**src/rtl/ssemi_cic_interpolator_if.sv**
```systemverilog
// ssemi_cic_interpolator_if
//   Sample stream and status bundle for the CIC interpolator.
//   master : sample source / consumer of the interpolated stream
//   slave  : the interpolator itself
//   Signals
//     i_enable   : 0 = synchronous clear of the filter
//     i_data     : signed low-rate input sample
//     i_valid    : i_data valid
//     o_ready    : filter accepts i_data this cycle
//     o_data     : signed interpolated output sample
//     o_valid    : o_data valid
//     o_saturate : o_data was clipped this beat
//     o_underrun : one-cycle pulse, a sample period ended with no new input
//     o_busy     : filter is emitting beats
interface ssemi_cic_interpolator_if #(
  parameter int INPUT_DATA_WIDTH  = 16,
  parameter int OUTPUT_DATA_WIDTH = 16
);
  logic                                i_enable;
  logic signed [INPUT_DATA_WIDTH-1:0]  i_data;
  logic                                i_valid;
  logic                                o_ready;
  logic signed [OUTPUT_DATA_WIDTH-1:0] o_data;
  logic                                o_valid;
  logic                                o_saturate;
  logic                                o_underrun;
  logic                                o_busy;

  modport master (
    output i_enable, i_data, i_valid,
    input  o_ready, o_data, o_valid, o_saturate, o_underrun, o_busy
  );

  modport slave (
    input  i_enable, i_data, i_valid,
    output o_ready, o_data, o_valid, o_saturate, o_underrun, o_busy
  );
endinterface

```
**src/rtl/ssemi_cic_interpolator.sv**
```systemverilog
// ssemi_cic_interpolator
//   CIC interpolation filter. Comb chain runs once per accepted input sample,
//   the sample is zero-stuffed to INTERPOLATION_FACTOR beats, and the
//   integrator chain runs once per beat. Output is arithmetically shifted by
//   OUTPUT_SHIFT and saturated to OUTPUT_DATA_WIDTH.
//   Ports
//     i_clk   : clock
//     i_rst_n : asynchronous active-low reset
//     bus     : sample stream / status bundle (slave side)
//
//   state   | meaning
//   --------+---------------------------------------------------------
//   ST_IDLE | no sample held, integrators frozen, waiting for input
//   ST_RUN  | emitting one beat per cycle, phase counts 0..R-1
module ssemi_cic_interpolator #(
  parameter int CIC_STAGES           = 4,
  parameter int DIFFERENTIAL_DELAY   = 1,
  parameter int INTERPOLATION_FACTOR = 8,
  parameter int INPUT_DATA_WIDTH     = 16,
  parameter int ACC_WIDTH            = 32,
  parameter int OUTPUT_DATA_WIDTH    = 16,
  parameter int OUTPUT_SHIFT         = 9
) (
  input  logic                     i_clk,
  input  logic                     i_rst_n,
  ssemi_cic_interpolator_if.slave  bus
);

  localparam int N  = CIC_STAGES;
  localparam int M  = DIFFERENTIAL_DELAY;
  localparam int R  = INTERPOLATION_FACTOR;
  localparam int IW = INPUT_DATA_WIDTH;
  localparam int AW = ACC_WIDTH;
  localparam int OW = OUTPUT_DATA_WIDTH;
  localparam int PW = (R > 1) ? $clog2(R) : 1;

  localparam logic [PW-1:0] PHASE_LAST = PW'(R - 1);
  localparam logic [PW-1:0] PHASE_ONE  = PW'(1);

  // Clipping is only possible when the output is narrower than the accumulator.
  localparam bit            NEED_CLIP  = (OW < AW);
  localparam logic [AW-1:0] ONE_ACC    = AW'(1);
  localparam logic [AW-1:0] SAT_MAX_U  = (ONE_ACC << (OW - 1)) - ONE_ACC;

  typedef logic signed [AW-1:0] acc_t;

  localparam acc_t                 SAT_MAX = $signed(SAT_MAX_U);
  localparam acc_t                 SAT_MIN = ~SAT_MAX;
  localparam logic signed [OW-1:0] OUT_MAX = {1'b0, {(OW-1){1'b1}}};
  localparam logic signed [OW-1:0] OUT_MIN = {1'b1, {(OW-1){1'b0}}};

  typedef enum logic {ST_IDLE = 1'b0, ST_RUN = 1'b1} state_e;

  state_e                state_q, state_d;
  logic [PW-1:0]         phase_q, phase_d;
  acc_t                  comb_dly_q [N][M];
  acc_t                  comb_dly_d [N][M];
  acc_t                  comb_out_q, comb_out_d;
  acc_t                  integ_q [N];
  acc_t                  integ_d [N];
  logic signed [OW-1:0]  data_q, data_d;
  logic                  sat_q, sat_d;
  logic                  valid_q, valid_d;
  logic                  under_q, under_d;

  logic signed [IW-1:0]  in_sample;
  acc_t                  comb_x;
  acc_t                  shifted;
  logic signed [OW-1:0]  data_now;
  logic                  sat_now;
  logic                  phase_last;
  logic                  ready;
  logic                  accept;
  logic                  beat;

  assign in_sample = bus.i_data;

  always_comb begin
    phase_last = (phase_q == PHASE_LAST);
    // Reset gates ready so a source never sees a handshake while held in reset.
    ready      = i_rst_n && bus.i_enable && ((state_q == ST_IDLE) || phase_last);
    accept     = bus.i_valid && ready;
    beat       = (state_q == ST_RUN);

    // Comb chain: comb_x walks through the stages; delay lines shift on accept.
    comb_dly_d = comb_dly_q;
    comb_out_d = comb_out_q;
    comb_x     = acc_t'(in_sample);
    for (int k = 0; k < N; k++) begin
      if (accept) begin
        comb_dly_d[k][0] = comb_x;
        for (int j = 1; j < M; j++) begin
          comb_dly_d[k][j] = comb_dly_q[k][j-1];
        end
      end
      comb_x = comb_x - comb_dly_q[k][M-1];
    end
    if (accept) begin
      comb_out_d = comb_x;
    end

    // Integrators: zero-stuffed comb output enters only on phase 0; each later
    // stage adds the pre-edge value of the stage before it.
    integ_d = integ_q;
    if (beat) begin
      integ_d[0] = integ_q[0] + ((phase_q == '0) ? comb_out_q : '0);
      for (int k = 1; k < N; k++) begin
        integ_d[k] = integ_q[k] + integ_q[k-1];
      end
    end

    shifted  = integ_d[N-1] >>> OUTPUT_SHIFT;
    data_now = OW'(shifted);
    sat_now  = 1'b0;
    if (NEED_CLIP) begin
      if (shifted > SAT_MAX) begin
        data_now = OUT_MAX;
        sat_now  = 1'b1;
      end else if (shifted < SAT_MIN) begin
        data_now = OUT_MIN;
        sat_now  = 1'b1;
      end
    end

    state_d = state_q;
    phase_d = phase_q;
    data_d  = data_q;
    sat_d   = sat_q;
    valid_d = beat;
    under_d = 1'b0;

    if (beat) begin
      data_d = data_now;
      sat_d  = sat_now;
    end

    case (state_q)
      ST_IDLE: begin
        if (accept) begin
          state_d = ST_RUN;
          phase_d = '0;
        end
      end
      ST_RUN: begin
        if (phase_last) begin
          phase_d = '0;
          if (!accept) begin
            state_d = ST_IDLE;
            under_d = 1'b1;
          end
        end else begin
          phase_d = phase_q + PHASE_ONE;
        end
      end
      default: state_d = ST_IDLE;
    endcase

    if (!bus.i_enable) begin
      state_d    = ST_IDLE;
      phase_d    = '0;
      comb_out_d = '0;
      for (int k = 0; k < N; k++) begin
        integ_d[k] = '0;
        for (int j = 0; j < M; j++) begin
          comb_dly_d[k][j] = '0;
        end
      end
      data_d  = '0;
      sat_d   = 1'b0;
      valid_d = 1'b0;
      under_d = 1'b0;
    end
  end

  always_ff @(posedge i_clk or negedge i_rst_n) begin
    if (!i_rst_n) begin
      state_q    <= ST_IDLE;
      phase_q    <= '0;
      comb_out_q <= '0;
      for (int k = 0; k < N; k++) begin
        integ_q[k] <= '0;
        for (int j = 0; j < M; j++) begin
          comb_dly_q[k][j] <= '0;
        end
      end
      data_q  <= '0;
      sat_q   <= 1'b0;
      valid_q <= 1'b0;
      under_q <= 1'b0;
    end else begin
      state_q    <= state_d;
      phase_q    <= phase_d;
      comb_out_q <= comb_out_d;
      comb_dly_q <= comb_dly_d;
      integ_q    <= integ_d;
      data_q     <= data_d;
      sat_q      <= sat_d;
      valid_q    <= valid_d;
      under_q    <= under_d;
    end
  end

  assign bus.o_ready    = ready;
  assign bus.o_data     = data_q;
  assign bus.o_valid    = valid_q;
  assign bus.o_saturate = sat_q;
  assign bus.o_underrun = under_q;
  assign bus.o_busy     = (state_q == ST_RUN);

endmodule

```
**src/flat_wrapper.sv**
```systemverilog
// flat-port wrapper written by rule: the top's interface ports become plain ports
module ssemi_cic_interpolator_flat 
#(
  parameter int CIC_STAGES           = 4,
  parameter int DIFFERENTIAL_DELAY   = 1,
  parameter int INTERPOLATION_FACTOR = 8,
  parameter int INPUT_DATA_WIDTH     = 16,
  parameter int ACC_WIDTH            = 32,
  parameter int OUTPUT_DATA_WIDTH    = 16,
  parameter int OUTPUT_SHIFT         = 9
)
  (i_clk, i_rst_n, bus_i_enable, bus_i_data, bus_i_valid, bus_o_ready, bus_o_data, bus_o_valid, bus_o_saturate, bus_o_underrun, bus_o_busy);
  ssemi_cic_interpolator_if #(.INPUT_DATA_WIDTH(INPUT_DATA_WIDTH), .OUTPUT_DATA_WIDTH(OUTPUT_DATA_WIDTH)) bus_i ();
  input  logic i_clk;
  input  logic i_rst_n;
  input wire logic [$bits(bus_i.i_enable)-1:0] bus_i_enable;
  input wire logic [$bits(bus_i.i_data)-1:0] bus_i_data;
  input wire logic [$bits(bus_i.i_valid)-1:0] bus_i_valid;
  output wire logic [$bits(bus_i.o_ready)-1:0] bus_o_ready;
  output wire logic [$bits(bus_i.o_data)-1:0] bus_o_data;
  output wire logic [$bits(bus_i.o_valid)-1:0] bus_o_valid;
  output wire logic [$bits(bus_i.o_saturate)-1:0] bus_o_saturate;
  output wire logic [$bits(bus_i.o_underrun)-1:0] bus_o_underrun;
  output wire logic [$bits(bus_i.o_busy)-1:0] bus_o_busy;
  assign bus_i.i_enable = bus_i_enable;
  assign bus_i.i_data = bus_i_data;
  assign bus_i.i_valid = bus_i_valid;
  assign bus_o_ready = bus_i.o_ready;
  assign bus_o_data = bus_i.o_data;
  assign bus_o_valid = bus_i.o_valid;
  assign bus_o_saturate = bus_i.o_saturate;
  assign bus_o_underrun = bus_i.o_underrun;
  assign bus_o_busy = bus_i.o_busy;
  ssemi_cic_interpolator #(.CIC_STAGES(CIC_STAGES), .DIFFERENTIAL_DELAY(DIFFERENTIAL_DELAY), .INTERPOLATION_FACTOR(INTERPOLATION_FACTOR), .INPUT_DATA_WIDTH(INPUT_DATA_WIDTH), .ACC_WIDTH(ACC_WIDTH), .OUTPUT_DATA_WIDTH(OUTPUT_DATA_WIDTH), .OUTPUT_SHIFT(OUTPUT_SHIFT)) u_core (.i_clk(i_clk), .i_rst_n(i_rst_n), .bus(bus_i));
endmodule
```
**config.mk**
```make
export PLATFORM = sky130hd
export DESIGN_NAME = ssemi_cic_interpolator_flat
export DESIGN_NICKNAME = d
export VERILOG_FILES = /design/src/rtl/ssemi_cic_interpolator_if.sv /design/src/rtl/ssemi_cic_interpolator.sv /design/src/flat_wrapper.sv
export SDC_FILE = /design/constraint.sdc
export NUM_CORES = 1
export LEC_CHECK = 0
export ABC_AREA = 1
export CAP_MARGIN = 0
export CORE_MARGIN = 10
export CORE_UTILIZATION = 40
export DETAILED_ROUTE_END_ITERATION = 12
export GPL_TIMING_DRIVEN = 0
export PLACE_DENSITY = 0.53
export SLEW_MARGIN = 25
export SYNTH_ARGS = -nofsm -noshare
export SYNTH_HDL_FRONTEND = slang
export SYNTH_SLANG_ARGS = --single-unit
export TNS_END_PERCENT = 1
```
**constraint.sdc**
```tcl
create_clock -name i_clk -period 6.9 [get_ports i_clk]
set_input_delay 1.38 -clock i_clk [delete_from_list [all_inputs] [get_ports i_clk]]
set_output_delay 1.38 -clock i_clk [all_outputs]
set_load 0.1 [all_outputs]
```
==> results.cfg <==
[power_and_ir_drop]
pwr-share-seq_pct = 15.3
clkPwrFrac_pct = 18.4
fin_total_pwr_mw = 12.9
intPower_mw = 6.64
p_leak_nw = 14.6
p_comb_share_pct = 66.3
powerDensity_nw_per_um2 = 435
swShare_pct = 48.3
switching_power_mw = 6.22
ir_drop_v = 0.000502

[hold_path]
hold_start = u_core.comb_out_q[31]$_DFFE_PN0P_
min_to = u_core.comb_out_q[31]$_DFFE_PN0P_
whs_path_depth = 2
hold_path.class = reg -> reg

[global_route]
grt_max_degree = 88
grt_overflow = 0
grt_antenna_before_repair = 0
grt_first_pass_wirelength_mm = 130
grt_pass1_vias = 23700
track_usage_pct = 22.7

[critical_path]
required_ps = 7370
r2r_slack_ps = 270
critPathMostFrequentCell = nand2_1
critPathSlowestCell = fa_2
cp_max_fo = 5
r2r_end = u_core.comb_out_q[31]$_DFFE_PN0P_
rr_startpoint = u_core.comb_dly_q[96]$_DFFE_PN0P_
worstRegToRegCells = 38
critPathKind = in -> reg
endpoint_kind = flop
cp.arrival_ps = 7580
cp_slowest_stage_delay_ps = 390
worst_setup_path_start_kind = input pin

[cells_and_area]
drive_gt1_share_pct = 12.6
antenna_cells = 0
final_nets = 3965
syn2layout_area_growth_pct = 20.5

[job]
cap_violations = 0

[sta]
tightest_slew_ps = 1090
slew_viol_final = 0
relSlewSlack_pct = 27.1
period_share_pct = 103
finClkSkew_ps = 18.1
worst_slack_ps = -207
grt_setup_unrepaired = true
worst_hold_slack_ps = 475
hold_viol = 0
period_needed_ps = 7110
setup-violations-final = 4
fmax_mhz = 141

[clock_network]
clkLatencyLatePin_ps = 580
clk_path_buf_depth = 3
clk_pin_slew_ps = 60
htreeDepth = 2
cts_tree = yes
cts_made_buffers = 39
cts.sink_count = 295
cts_root_buf = clkbuf_16
holdBufCountCts = 0

[yosys]
yosysTopAreaCell = dfrtp_1
synth_cells = 3521
synthFlopType = dfrtp_1
synth-async-reset-ratio_pct = 100
synth_seq_area_share_pct = 30.1
syn_area_um2 = 24600
syn_avg_cell_area_um2 = 6.97
synth_nets = 3786
synth_edf_count = 0
synth_common_cells = 864 x nand2_1, 513 x inv_1, 340 x a21oi_1
synth.area.top_cells = dfrtp_1 30%, nand2_1 13%, ha_1 12%
yosysMostFrequentCell = nand2_1
synth.top_cell.area_share_pct = 30.1
ys_ff_latch = 295
synth_cell_types = 60
yosys_warnings = 0

[run_status]
failed_checks = negative setup slack
status = finished, violations left

[route]
drc = 0
ant_nets = 0
vias = 23800
vias_per_cell = 5.29
top_layer = met4
wl_met3_mm = 2.74
routed_wl_mm = 81.0
drtIter0Drc = 1496
wire_per_inst_um = 18.0
routedLengthMet1_mm = 36.3
wl_met2_mm = 39.9
drt_pass1_iterations = 5

[placed_design]
dpl.hpwl_mm = 63.3
gp_congestion = 0.920
portBuffers = 40

[die]
initial_core_util_pct = 40.5
die_x_um = 268
ioPinCount = 41
die_h_um = 268
rows = 90
die_area_um2 = 71700
core_area_um2 = 60600
-- how the worst max path moves through the flow --
stage / from / to / slack [ps]
detailed placement: bus_i_data[0] / u_core.comb_out_q[31]$_DFFE_PN0P_ / -2120
global route: bus_i_data[0] / u_core.comb_out_q[31]$_DFFE_PN0P_ / -530
floorplan: bus_i_data[0] / u_core.comb_out_q[30]$_DFFE_PN0P_ / 5
finish: bus_i_data[0] / u_core.comb_out_q[31]$_DFFE_PN0P_ / -210
global placement: i_rst_n / u_core.comb_out_q[26]$_DFFE_PN0P_ / -9250
CTS: bus_i_data[2] / u_core.comb_out_q[31]$_DFFE_PN0P_ / 2
-- timing repair --
item                       in CTS  in global routing
setup buffers                  78                 18
setup endpoints to repair      19                 18
pin swaps                      99                 65
resized for setup             213                 74
-- logic make-up (layout without fill, tap and decap cells) --
group	Yosys count	in the layout	share of synthesized area, %
simple gates	1392	1392	24.0
xor+xnor	102	102	3.64
mux	2	2	0.0815
fa+ha+maj	245	245	12.8
buf+inv	589	797	9.15
compound gates	896	896	20.3
flops	295	295	30.1
-- per-stage QoR --
step | TNS (ps) | setup slack, ps | cells | cell area [um^2] | util (%)
final | -443 | -207 | 4511 | 29600 | 48.8
after global routing | -4490 | -534 | 4511 | 29600 | 48.8
after CTS | 0 | 2.34 | 4493 | 29200 | 48.2
after detailed placement | -26300 | -2120 | 4346 | 26100 | 43.1
after global placement | -3949620 | -9250 | 4343 | 26000 | 43.0
after floorplan | 0 | 5.26 | 3521 | 24700 | -
-- layout by cell type (no fill, tap or decap), types with 10 or more instances in the layout --
master,instances
o21a_1,11
nor2_2,19
xor2_2,11
nor2_1,246
nor3_1,23
buf_4,94
a21o_1,17
nand3b_1,10
nand3_2,34
clkbuf_16,39
xnor2_1,29
a31oi_1,34
inv_1,501
nand4_1,13
nand2_1,828
xnor2_2,10
xor2_1,46
o211ai_1,13
nand2_2,35
o21bai_1,17
o21ai_0,313
clkdlybuf4s50_1,32
nand3_1,113
o21ai_1,25
ha_2,11
o31ai_1,22
ha_4,29
clkbuf_1,60
nand2_4,14
ha_1,196
inv_2,16
a21oi_2,32
dfrtp_1,295
a21oi_1,303
bufinv_16,10
o22ai_1,40
-- cell type report --
class / count / area, um^2
buffer: 70 / 299
clock buffer: 44 / 1020
clock inverter: 26 / 447
fill: 6125 / 31000
inverter: 519 / 1950
multi-input combinational: 2637 / 16300
sequential: 295 / 7380
tap: 782 / 978
timing repair buffer: 138 / 1200
-- layer usage --
layer | up-vias | global-route usage [%]
li1 | 12000 | -
met1 | 11300 | 28.9
met2 | 418 | 40.3
met3 | 98 | 2.00
met4 | 0 | 6.52
met5 | - | 0
-- power groups by stage --
stage	combinational (mW)	clock [mW]	sequential, mW
2_1_floorplan	4.83	0	2.02
3_3_place_gp	6.58	0	2.00
3_5_place_dp	6.61	0	2.00
4_1_cts	8.10	2.43	1.97
5_1_grt	9.51	2.50	1.99
6_report	8.52	2.37	1.97
-- state kept, by name (all words and copies together) (netlist names) --
signal / cells
u_core.integ_q: 128
u_core.comb_dly_q: 112
u_core.comb_out_q: 32
u_core.bus.o_data: 16
u_core.phase_q: 3
u_core.bus.o_busy: 1
u_core.bus.o_saturate: 1
u_core.bus.o_underrun: 1
u_core.bus.o_valid: 1
-- worst max-delay path, delay by kind of cell --
kind	cells	cell delay, ps
and+or+nand+nor	15	1820
buffers and inverters	7	580
AOI/OAI and AO/OA	10	1820
adders and majority gates	5	1400
xor gates and xnor gates	3	570
Note: power is estimated with default switching activity, not from simulation.
